## config.mk

```make
export PLATFORM = sky130hd
export DESIGN_NAME = icache_responder
export DESIGN_NICKNAME = d
export VERILOG_FILES = /design/src/rtl/cpu_types_pkg.sv /design/src/rtl/icache_frame_array.sv /design/src/rtl/icache_responder.sv
export SDC_FILE = /design/constraint.sdc
export NUM_CORES = 1
export LEC_CHECK = 0
export BUFFER_PORTS_ARGS = -buffer_cell sky130_fd_sc_hd__buf_2
export CORE_MARGIN = 4
export CORE_UTILIZATION = 45
export CTS_CLUSTER_SIZE = 20
export DETAILED_ROUTE_END_ITERATION = 10
export PLACE_DENSITY = 0.66
export SYNTH_ARGS = -nofsm -noshare
export SYNTH_HDL_FRONTEND = slang
export SYNTH_SLANG_ARGS = --single-unit
```

## constraint.sdc

```tcl
create_clock -name CLK -period 5.9 [get_ports CLK]
set_input_delay 0.59 -clock CLK [delete_from_list [all_inputs] [get_ports CLK]]
set_output_delay 0.59 -clock CLK [all_outputs]
set_load 0.05 [all_outputs]
```

## src/rtl/cpu_types_pkg.sv

```systemverilog
// Shared CPU types: instruction-cache geometry, fetch address split and controller states.
package cpu_types_pkg;

    localparam int unsigned ICACHE_SETS  = 16;
    localparam int unsigned ICACHE_IDX_W = $clog2(ICACHE_SETS);
    localparam int unsigned ICACHE_TAG_W = 30 - ICACHE_IDX_W;

    typedef struct packed {
        logic [ICACHE_TAG_W-1:0] tag;
        logic [ICACHE_IDX_W-1:0] idx;
        logic [1:0]              bytoff;
    } icachef_t;

    typedef enum logic {
        IDLE = 1'b0,
        FILL = 1'b1
    } icache_state_t;

endpackage

```

## src/rtl/icache_frame_array.sv

```systemverilog
// Direct-mapped frame storage: combinational read port, synchronous write port, synchronous clear.
module icache_frame_array
    import cpu_types_pkg::*;
#(
    parameter  int unsigned SETS  = ICACHE_SETS,
    localparam int unsigned IDX_W = $clog2(SETS),
    localparam int unsigned TAG_W = 30 - IDX_W
) (
    input  logic             clk,
    input  logic             clear,
    input  logic [IDX_W-1:0] ridx,
    output logic             rvalid,
    output logic [TAG_W-1:0] rtag,
    output logic [31:0]      rdata,
    input  logic             wen,
    input  logic [IDX_W-1:0] widx,
    input  logic [TAG_W-1:0] wtag,
    input  logic [31:0]      wdata
);

    logic             valid_q [SETS];
    logic [TAG_W-1:0] tag_q   [SETS];
    logic [31:0]      data_q  [SETS];

    // Clear has priority over a same-cycle write so a flush beats a completing fill.
    always_ff @(posedge clk) begin
        if (clear) begin
            for (int i = 0; i < int'(SETS); i++) begin
                valid_q[i] <= 1'b0;
                tag_q[i]   <= '0;
                data_q[i]  <= '0;
            end
        end else if (wen) begin
            valid_q[widx] <= 1'b1;
            tag_q[widx]   <= wtag;
            data_q[widx]  <= wdata;
        end
    end

    assign rvalid = valid_q[ridx];
    assign rtag   = tag_q[ridx];
    assign rdata  = data_q[ridx];

endmodule

```

## src/rtl/icache_responder.sv

```systemverilog
// Direct-mapped instruction cache: zero-latency hits, single-word blocking fill on a miss.
module icache_responder
    import cpu_types_pkg::*;
(
    input  logic        CLK,
    input  logic        RST,
    input  logic        imemREN,
    input  logic [31:0] imemaddr,
    input  logic        iflush,
    output logic        ihit,
    output logic [31:0] imemload,
    output logic        iREN,
    output logic [31:0] iaddr,
    input  logic        iwait,
    input  logic [31:0] iload
);

    icache_state_t           state, next_state;
    icachef_t                req, miss_q;
    logic                    miss_latch;
    logic                    fill_wen;
    logic                    rd_valid;
    logic [ICACHE_TAG_W-1:0] rd_tag;
    logic [31:0]             rd_data;
    logic                    lookup_hit;
    logic                    unused_bytoff;

    assign req           = imemaddr;
    assign unused_bytoff = ^req.bytoff;
    assign lookup_hit    = rd_valid && (rd_tag == req.tag);

    icache_frame_array #(
        .SETS (ICACHE_SETS)
    ) u_frames (
        .clk    (CLK),
        .clear  (RST | iflush),
        .ridx   (req.idx),
        .rvalid (rd_valid),
        .rtag   (rd_tag),
        .rdata  (rd_data),
        .wen    (fill_wen),
        .widx   (miss_q.idx),
        .wtag   (miss_q.tag),
        .wdata  (iload)
    );

    // State and miss address; byte offset is stored as zero so iaddr is word aligned.
    always_ff @(posedge CLK) begin
        if (RST) begin
            state  <= IDLE;
            miss_q <= '0;
        end else begin
            state <= next_state;
            if (miss_latch) begin
                miss_q <= '{tag: req.tag, idx: req.idx, bytoff: 2'b00};
            end
        end
    end

    always_comb begin
        next_state = state;
        ihit       = 1'b0;
        imemload   = 32'h0;
        iREN       = 1'b0;
        iaddr      = 32'h0;
        miss_latch = 1'b0;
        fill_wen   = 1'b0;
        case (state)
            IDLE: begin
                if (imemREN && !iflush) begin
                    if (lookup_hit) begin
                        ihit     = 1'b1;
                        imemload = rd_data;
                    end else begin
                        miss_latch = 1'b1;
                        next_state = FILL;
                    end
                end
            end
            FILL: begin
                iREN  = 1'b1;
                iaddr = miss_q;
                if (!iwait) begin
                    fill_wen   = 1'b1;
                    next_state = IDLE;
                end
            end
            default: next_state = IDLE;
        endcase
    end

endmodule

```

* Word level (Yosys, flattened, before mapping)
Memory sizes are Yosys's and may differ from the RTL's.
Cells that the tools add are included.
** Cells by class
- Divide/modulo/power cells :: 0
- Muxes and demuxes :: 29
- $lt $le $gt $ge :: 0
- Add/sub/neg operators :: 0
- Bitwise logic cells :: 2
- Equal/unequal tests :: 1
- Shift-type cells :: 0
- Multiply operators :: 0
- Reduce and logical (&&, ||, !) cells :: 6
** Operator list (count)
- 2-to-1 mux 32 bit :: 5
- OR reduction 32 bit :: 1
- equality test 26 bit :: 1
- 2-to-1 mux 26 bit :: 1
- OR reduction 26 bit :: 1
- 2-to-1 mux 1 bit :: 19
- 2-to-1 mux 4 bit :: 3
- logical AND 1 bit :: 2
- one-hot mux 1 bit (2 select lines) :: 1
- logical NOT 1 bit :: 1
- inverter 1 bit :: 1
- OR 1 bit :: 1
- OR reduction 1 bit :: 1
** Storage, ports and cells
- Bits in read-only memories :: 0
- Bits in registers :: 31
- Memories kept :: 3
- Memory bits (writable) :: 944
- Bits in latches :: 0
** Memories
- u_frames.data_q :: words 16, width 32, read ports 1, clocked after Yosys merged registers in 0, write ports 16, line icache_frame_array.sv:23 : logic [31:0] data_q [SETS];
- u_frames.tag_q :: words 16, width 26, read ports 1, clocked after Yosys merged registers in 0, write ports 16, line icache_frame_array.sv:22 : logic [TAG_W-1:0] tag_q [SETS];
- u_frames.valid_q :: words 16, width 1, read ports 1, clocked after Yosys merged registers in 0, write ports 16, line icache_frame_array.sv:21 : logic valid_q [SETS];

* Logic depth before layout (Yosys ltp)
Gate-level depths: netlist (run 1).
- Depth after elaboration :: 7
- Gate-level depth with buffers :: 13

* Modules after synthesis
A second synthesis (run 1) with hierarchy kept.
** Second synthesis, totals
- Cells, all modules :: 2765
- Area total of the unflattened synthesis :: 43671.9 sq um
** By module, submodules not included
- icache_frame_array :: times used 1, cells an instance 2581, area each 41873.9 sq um, sequential area each 28187.0 sq um
- icache_responder :: times used 1, cells an instance 184, area each 1798.0 sq um, sequential area each 620.6 sq um

* Least setup slack after synthesis (run 1)
OpenSTA, ideal clock, no wires.
- Kind :: input -> register
- From :: input RST
- To :: memory u_frames.data_q[12][0], enable pin
- Stages :: 6
- Arrival time :: 5735 ps
- Buffers on the path :: 2
- Path slack :: -389 ps
- Library setup time :: 554 ps
- Cells stage by stage :: clkbuf_1 > nor2_1 > nand2_1 > or3_1 > clkbuf_1 > o21ai_0
** RTL lines
- start, declared :: line icache_responder.sv:6 : input logic RST,
- end, declared :: line icache_frame_array.sv:23

* Final worst setup path (run 1)
- From :: input imemaddr[2]
- To :: output imemload[26]
** Between the ends
- Word-level cells in the longest chain between the ends :: 6
- Elaborated cells on any way between the ends :: 8
- Classes of those cells :: eq/ne: 1; mux: 3; reduce/logical: 1; memory: 3
** Ends and longest elaborated chain
- start, declared :: line icache_responder.sv:8 : input logic [31:0] imemaddr,
- memory read (16 x 26 bit)
- equality test 26 bit :: line icache_responder.sv:30 : assign lookup_hit = rd_valid && (rd_tag == req.tag);
- logical AND 1 bit :: line icache_responder.sv:30
- 2-to-1 mux 32 bit (*) :: line icache_responder.sv:71 : if (lookup_hit) begin
- 2-to-1 mux 32 bit (*) :: line icache_responder.sv:70 : if (imemREN && !iflush) begin
- 2-to-1 mux 32 bit (*) :: line icache_responder.sv:68 : case (state)
- end, declared :: line icache_responder.sv:11 : output logic [31:0] imemload,
Mark *: on every way between the ends. The rest lies on a longest branch, timed or not.

==> impl_metrics.csv, run 1 <==
group,metric,value,unit
status,status,"complete, no violations",
floorplan,die-area,0.106,mm2
synth,synth_cell_types,61,
routing,wl_per_cell,29.2,um
sta,fmax,205,MHz
synth,syn_area_per_cell,15.3,um2
worst_hold_path,hp-start,"iwait",
placed_design,hpwl,68100,um
routing,top_layer,"met5",
power,switching_share,22.6,%
power,pwr-share-seq,51.9,%
run,cap_violations,0,
power,p_leak,19.5,nW
sta,slew_headroom,20.2,%
sta,grt_setup_unrepaired,"false",
placed_design,io_buffers,130,
sta,finalCritPeriodShare,82.6,%
critical_path,max_stage_delay,0.55,ns
critical_path,crit_type,"input pin to output pin",
global_route,grt_pass1_wl,185000,um
sta,tightest_slew,1.20,ns
global_route,antenna_found_initial,10,
layout,final_area,0.0507,mm2
layout,nets,3063,
floorplan,die_w,325,um
critical_path,critPathLaunch,"imemaddr[2]",
sta,fin_worst_skew,0.0237,ns
clock_tree,htree_num_levels,3,
critical_path,required,5.31,ns
sta,slew_viol_final,0,
critical_path,crit_fanout,56,
routing,vias,26600,
critical_path,r2r-start,"state",
placed_design,dpl_worst_slack,0.993,ns
critical_path,path_cells,"buf_8 > buf_12 > mux4_2 > mux2i_1 > mux2i_1 > xnor2_1 > nand3_1 > nor3_1 > nand4_2 > buf_12 > nor2b_1 > buf_2",
routing,drt_iter0_drc,3619,
critical_path,startpoint_type,"input pin",
floorplan,start_util,45.3,%
clock_tree,postCtsSetupBuffers,0,
power,ir_drop,254,uV
clock_tree,cts_root_buffer,"clkbuf_16",
sta,finalHoldViolations,0,
routing,drt-met1-wl,50900,um
routing,totalWireLength,128000,um
power,power.switching,3.48,mW
worst_hold_path,min_path_cells,3,
clock_tree,tritoncts,"built",
synth,synth-main-ff-cell,"edfxtp_1",
synth,yosysWarningCount,0,
floorplan,io_pins,135,
placed_design,dpl_cell_area,0.0474,mm2
synth,ys_async_sr_fraction,0,%
synth,synth_edf_count,928,
floorplan,die_h,325,um
clock_tree,hold_buffers,0,
clock_tree,clkLatencyLatePin,0.67,ns
placed_design,place.gp.congestion,0.862,
clock_tree,cts_sinks,975,
synth,ys_seq_area_share,63.7,%
sta,tns,0,ns
critical_path,crit_slowest_cell,"mux4_2",
synth,synthesis.instances,2947,
layout,area_delta_synth_final,12.1,%
synth,syn-cell-area,0.0452,mm2
critical_path,r2r_cells,5,
floorplan,core-area,0.0999,mm2
critical_path,cp.arrival,4.28,ns
clock_tree,numCtsBuffers,102,
clock_tree,clockBufferDepth,3,
power,power_density,303,mW/mm2
worst_hold_path,hp-class,"input pin to flop",
global_route,grt-ovfl-total,0,
power,power.internal,11.9,mW
power,pwr-share-clk,41.3,%
layout,fillCellCount,8192,
routing,drc_errors,0,
clock_tree,cts_resized,0,
critical_path,endpoint_kind,"output pin",
sta,finalWorstSetupSlack,1.03,ns
routing,first_pass_iters,5,
layout,drive_gt1_share,21.2,%
routing,routed_via_density,6.08,
sta,setup_violations,0,
global_route,grt_max_degree,65,
power,pwr-share-comb,6.7,%
routing,wl_met3,12800,um
routing,detail-route-antenna-nets,0,
clock_tree,clk_pin_slew_worst_paths,0.06,ns
floorplan,rows,116,
global_route,grt_pass1_vias,27200,
routing,routed-wl-met2,60400,um
global_route,track_usage,23.9,%
sta,post-route-min-period,4.87,ns
synth,synth-seq-cells,975,
-- placed cells by master, fill, tap and decap left out, types with 4 or more instances in the layout --
cell type  count
and4_1         5
clkbuf_16    104
o21ai_4       12
o21ai_0       39
xor2_1        10
mux2i_1       87
xnor2_1       11
mux4_2       256
nor3_1         9
nand2b_1       5
buf_2        126
a22oi_1        7
dfxtp_1       46
and3_1        26
clkinv_2      19
a221o_1        7
a21o_1        16
nand3_1        5
nand4_1        5
edfxtp_1     928
nor2b_1       39
nor2_4        13
nor2_1        20
and2_1       960
buf_12        13
buf_4         69
nor3_2         4
nand2_1       41
bufinv_16      9
a2bb2oi_1     30
inv_1          7
clkbuf_1      27
o311ai_1      30
clkinv_1      22
a221oi_1       6
nand2b_4       4
-- layout make-up --
class	instances	area, um2	area share, %
Antenna cell	1	2.50	0.00494
Multi-Input combinational cell	1694	15500	30.5
Inverter	11	42.5	0.0839
Clock inverter	55	542	1.07
Sequential cell	975	28800	56.8
Timing Repair Buffer	210	1440	2.84
Tap cell	1298	1620	3.20
Clock buffer	134	2750	5.42
-- metrics by stage --
step / util [%] / total power, mW / hold WS (ns) / cells
detailed placement: 47.5 / 9.17 / 0.433 / 4188
CTS: 50.8 / 15.5 / 0.186 / 4377
finish: 50.8 / 15.4 / 0.219 / 4378
floorplan: - / 8.75 / 0.421 / 2948
global placement: 47.5 / 9.12 / 0.427 / 4188
global route: 50.8 / 15.8 / 0.209 / 4377
-- Yosys cell counts, types with 4 or more instances --
master     instances  area (um2)
o311ai_1          30         263
and2_1           960        6010
a2bb2oi_1         30         263
inv_1              7        26.3
xnor2_1           11        96.3
a221o_1            7        70.1
buf_2             32         160
and3_1            26         163
mux2i_1           87         871
nor2_1            33         124
buf_1              5        18.8
nand4_1            5        31.3
and4_1             5        43.8
a22oi_1            7        52.6
mux4_2           256        5770
a221oi_1           6        52.6
nor3_1            13        65.1
a21o_1            16         120
dfxtp_1           47         941
xor2_1            10        87.6
buf_6             11         124
nor2b_1           39         244
nand2_1           41         154
edfxtp_1         928       27900
clkbuf_1         213         800
or3_1              4        25.0
nand2b_1           9        56.3
buf_4              5        37.5
o21ai_0           51         255
nand3_1            5        25.0
-- path summary, 6_finish.rpt --
kind	endpoint	slack, ns
worst max-delay path	imemload[26]	1.03
worst min register to register	u_frames.valid_q[1]	0.45
worst max register to register	u_frames.data_q[3][31]	2.13
worst min-delay path	state	0.22
-- sequential cells by signal (all words and copies together), names as in the netlist --
signal,cells
state,1
u_frames.data_q,512
u_frames.valid_q,16
miss_q,30
u_frames.tag_q,416
-- power by group through the flow --
| stage | sequential, mW | combinational, mW | clock, mW |
|---|---|---|---|
| floorplan | 8.07 | 0.682 | 0 |
| global placement | 8.10 | 1.02 | 0 |
| detailed placement | 8.13 | 1.03 | 0 |
| CTS | 7.99 | 1.04 | 6.44 |
| global route | 8.02 | 1.08 | 6.72 |
| finish | 7.99 | 1.03 | 6.36 |
-- routing by layer --
metal / vias to the layer above / track usage, %
met5: - / 0
met4: 2 / 6.64
met3: 237 / 4.43
met2: 1545 / 38.2
met1: 13800 / 33.8
li1: 11000 / -
-- critical path: cells and delay by family --
family / cells / cell delay (ns)
XOR/XNOR: 1 / 0.40
multiplexers: 3 / 0.88
AND/OR/NAND/NOR: 4 / 0.94
buffers and inverters: 4 / 1.31
-- cells by family after synthesis --
kind of cell,after synthesis,share of synthesized area (%)
multiplexers,344,14.7
other,1,0.00829
XOR/XNOR,21,0.407
flip-flops,975,63.7
AO/OA/AOI/OAI,173,2.88
AND/OR/NAND/NOR,1154,15.6
buffers and inverters,279,2.70
Note: power is estimated with default switching activity, not from simulation.
==> run 2: changes to the inputs <==
Clock period 5.9 ns to 4 ns, I/O delays scaled along.
==> impl_metrics.csv, run 2 (synthesized netlist as in run 1, its figures left out) <==
group,metric,value,unit
critical_path,path_delay_family,"multiplexers",
sta,slew_headroom,24.0,%
worst_hold_path,hp-class,"input pin to flop",
sta,setup_violations,0,
power,p_leak,19.8,nW
sta,finalHoldViolations,0,
critical_path,r2r_setup_slack,0.78,ns
placed_design,place.gp.congestion,0.884,
worst_hold_path,min_to,"state",
clock_tree,cts_sinks,975,
layout,nets,3102,
sta,slew_viol_final,0,
layout,drive_gt1_share,22.6,%
clock_tree,postCtsSetupBuffers,0,
layout,final_common_cell,"and2_1",
floorplan,start_util,45.3,%
global_route,grt_pass1_vias,27900,
floorplan,die_w,325,um
placed_design,post-place-cells,4227,
status,status,"complete, no violations",
routing,totalWireLength,130000,um
clock_tree,tritoncts,"built",
sta,hold_ws,0.0488,ns
layout,area_delta_synth_final,14.0,%
layout,stdcell_count,4424,
floorplan,die-area,0.106,mm2
clock_tree,clkLatencyLatePin,0.68,ns
power,ir_drop,372,uV
sta,post-route-min-period,4.00,ns
clock_tree,clockBufferDepth,3,
layout,fillCellCount,8170,
routing,routed_via_density,6.02,
sta,grt_setup_unrepaired,"true",
routing,drt_iter0_drc,3551,
layout,final_area,0.0515,mm2
layout,regMostFlops,"u_frames.data_q",
routing,wl_per_cell,29.3,um
sta,tns,0,ns
critical_path,crit_type,"flop to output pin",
worst_hold_path,min_path_cells,3,
clock_tree,numCtsBuffers,102,
routing,first_pass_iters,6,
critical_path,crit_slowest_cell,"mux4_2",
floorplan,io_pins,135,
critical_path,required,3.60,ns
floorplan,die_h,325,um
critical_path,max_stage_delay,0.51,ns
routing,drc_errors,0,
critical_path,path_cells,"mux4_2 > mux4_2 > xnor2_2 > nand4_1 > nor3_2 > nand4_2 > buf_12 > nor2b_1 > buf_4 > buf_12",
run,cap_violations,0,
critical_path,startpoint_type,"flop",
sta,tightest_slew,1.14,ns
sta,finalWorstSetupSlack,0.000941,ns
clock_tree,clk_pin_slew_worst_paths,0.06,ns
floorplan,rows,116,
critical_path,crit_buf_inv,3,
global_route,grt_pass1_wl,189000,um
critical_path,cp.arrival,3.60,ns
clock_tree,hold_buffers,0,
clock_tree,cts_root_buffer,"clkbuf_16",
layout,largest_reg_flops,512,
critical_path,r2r_cells,8,
power,power_density,438,mW/mm2
layout,seq_area,0.0288,mm2
global_route,antenna_found_initial,16,
placed_design,hpwl,68800,um
sta,fin_worst_skew,0.0219,ns
placed_design,dpl_cell_area,0.0481,mm2
routing,vias,26700,
layout,multi_input_area,0.0155,mm2
global_route,grt_max_degree,83,
floorplan,core-area,0.0999,mm2
layout,final_cell_mix,"and2_1, edfxtp_1, mux4_2, clkbuf_16, buf_2",
worst_hold_path,hp-start,"iwait",
placed_design,io_buffers,130,
global_route,track_usage,24.4,%
global_route,grt-ovfl-total,0,
clock_tree,htree_num_levels,3,
critical_path,endpoint_kind,"output pin",
layout,reg_top3,"u_frames.data_q (512), u_frames.tag_q (416), miss_q (30)",
placed_design,dpl_worst_slack,0.00483,ns
routing,detail-route-antenna-nets,0,
sta,fmax,250,MHz
sta,finalCritPeriodShare,100,%
critical_path,r2r-start,"u_frames.tag_q[10][16]",
critical_path,r2r-end,"miss_q[26]",
critical_path,crit_fanout,33,
-- run 2: cell count changes in the layout (fill, tap and decap cells not counted), moves of 4 or more --
| cell | change |
|---|---|
| buf_12 | +33 |
| bufinv_16 | -4 |
| buf_4 | +17 |
| buf_2 | -32 |
| buf_6 | +21 |
| diode_2 | +6 |
-- run 2: how the worst max path moves through the flow --
stage                                start                      to  slack, ns  depth (start not counted)
detailed placement             imemaddr[3]             imemload[5]      0.005                         12
finish              u_frames.tag_q[10][16]            imemload[14]     0.0009                         10
floorplan                            state  u_frames.data_q[12][0]      -0.58                          5
global route        u_frames.tag_q[10][16]            imemload[14]      -0.08                         10
CTS                 u_frames.tag_q[10][16]            imemload[15]      0.008                         10
global placement               imemaddr[3]            imemload[27]       0.07                         12
-- run 2: cell type report --
class                           instances  share of cell area, %
Timing Repair Buffer                  249                   4.47
Sequential cell                       975                   55.9
Clock buffer                          137                   5.36
Multi-Input combinational cell       1694                   30.1
Clock inverter                         53                  0.879
Inverter                               11                 0.0825
Antenna cell                            7                 0.0340
Tap cell                             1298                   3.15
-- run 2: tightest hold or removal path: stages --
cell	delay (ns)
buf_2	0.12
nand2_1	0.06
a221oi_1	0.08
-- run 2: repair_timing --
item	in CTS	in global routing
cloned	0	0
pin swaps	2	2
hold endpoints to repair	0	0
resized for setup	26	37
setup endpoints to repair	33	32
-- run 2: power breakdown --
part | switching [mW] | total (mW) | internal, mW
Clock | 4.00 | 9.19 | 5.20
Sequential | 0.215 | 11.8 | 11.6
Combinational | 0.959 | 1.60 | 0.644
Total | 5.17 | 22.6 | 17.4
-- run 2: per-stage QoR --
step | utilization [%] | power, mW
2_1_floorplan | - | 12.9
3_3_place_gp | 48.2 | 13.5
3_5_place_dp | 48.2 | 13.6
4_1_cts | 51.5 | 22.7
5_1_grt | 51.6 | 23.3
6_report | 51.6 | 22.6
-- run 2: routing by layer --
layer / vias up / routed length (um) / track usage [%]
met4: 0 / 3520 / 6.99
met2: 1418 / 62600 / 39.9
met3: 234 / 11900 / 3.86
li1: 11100 / - / -
met5: - / 0 / 0
met1: 13900 / 51600 / 34.3
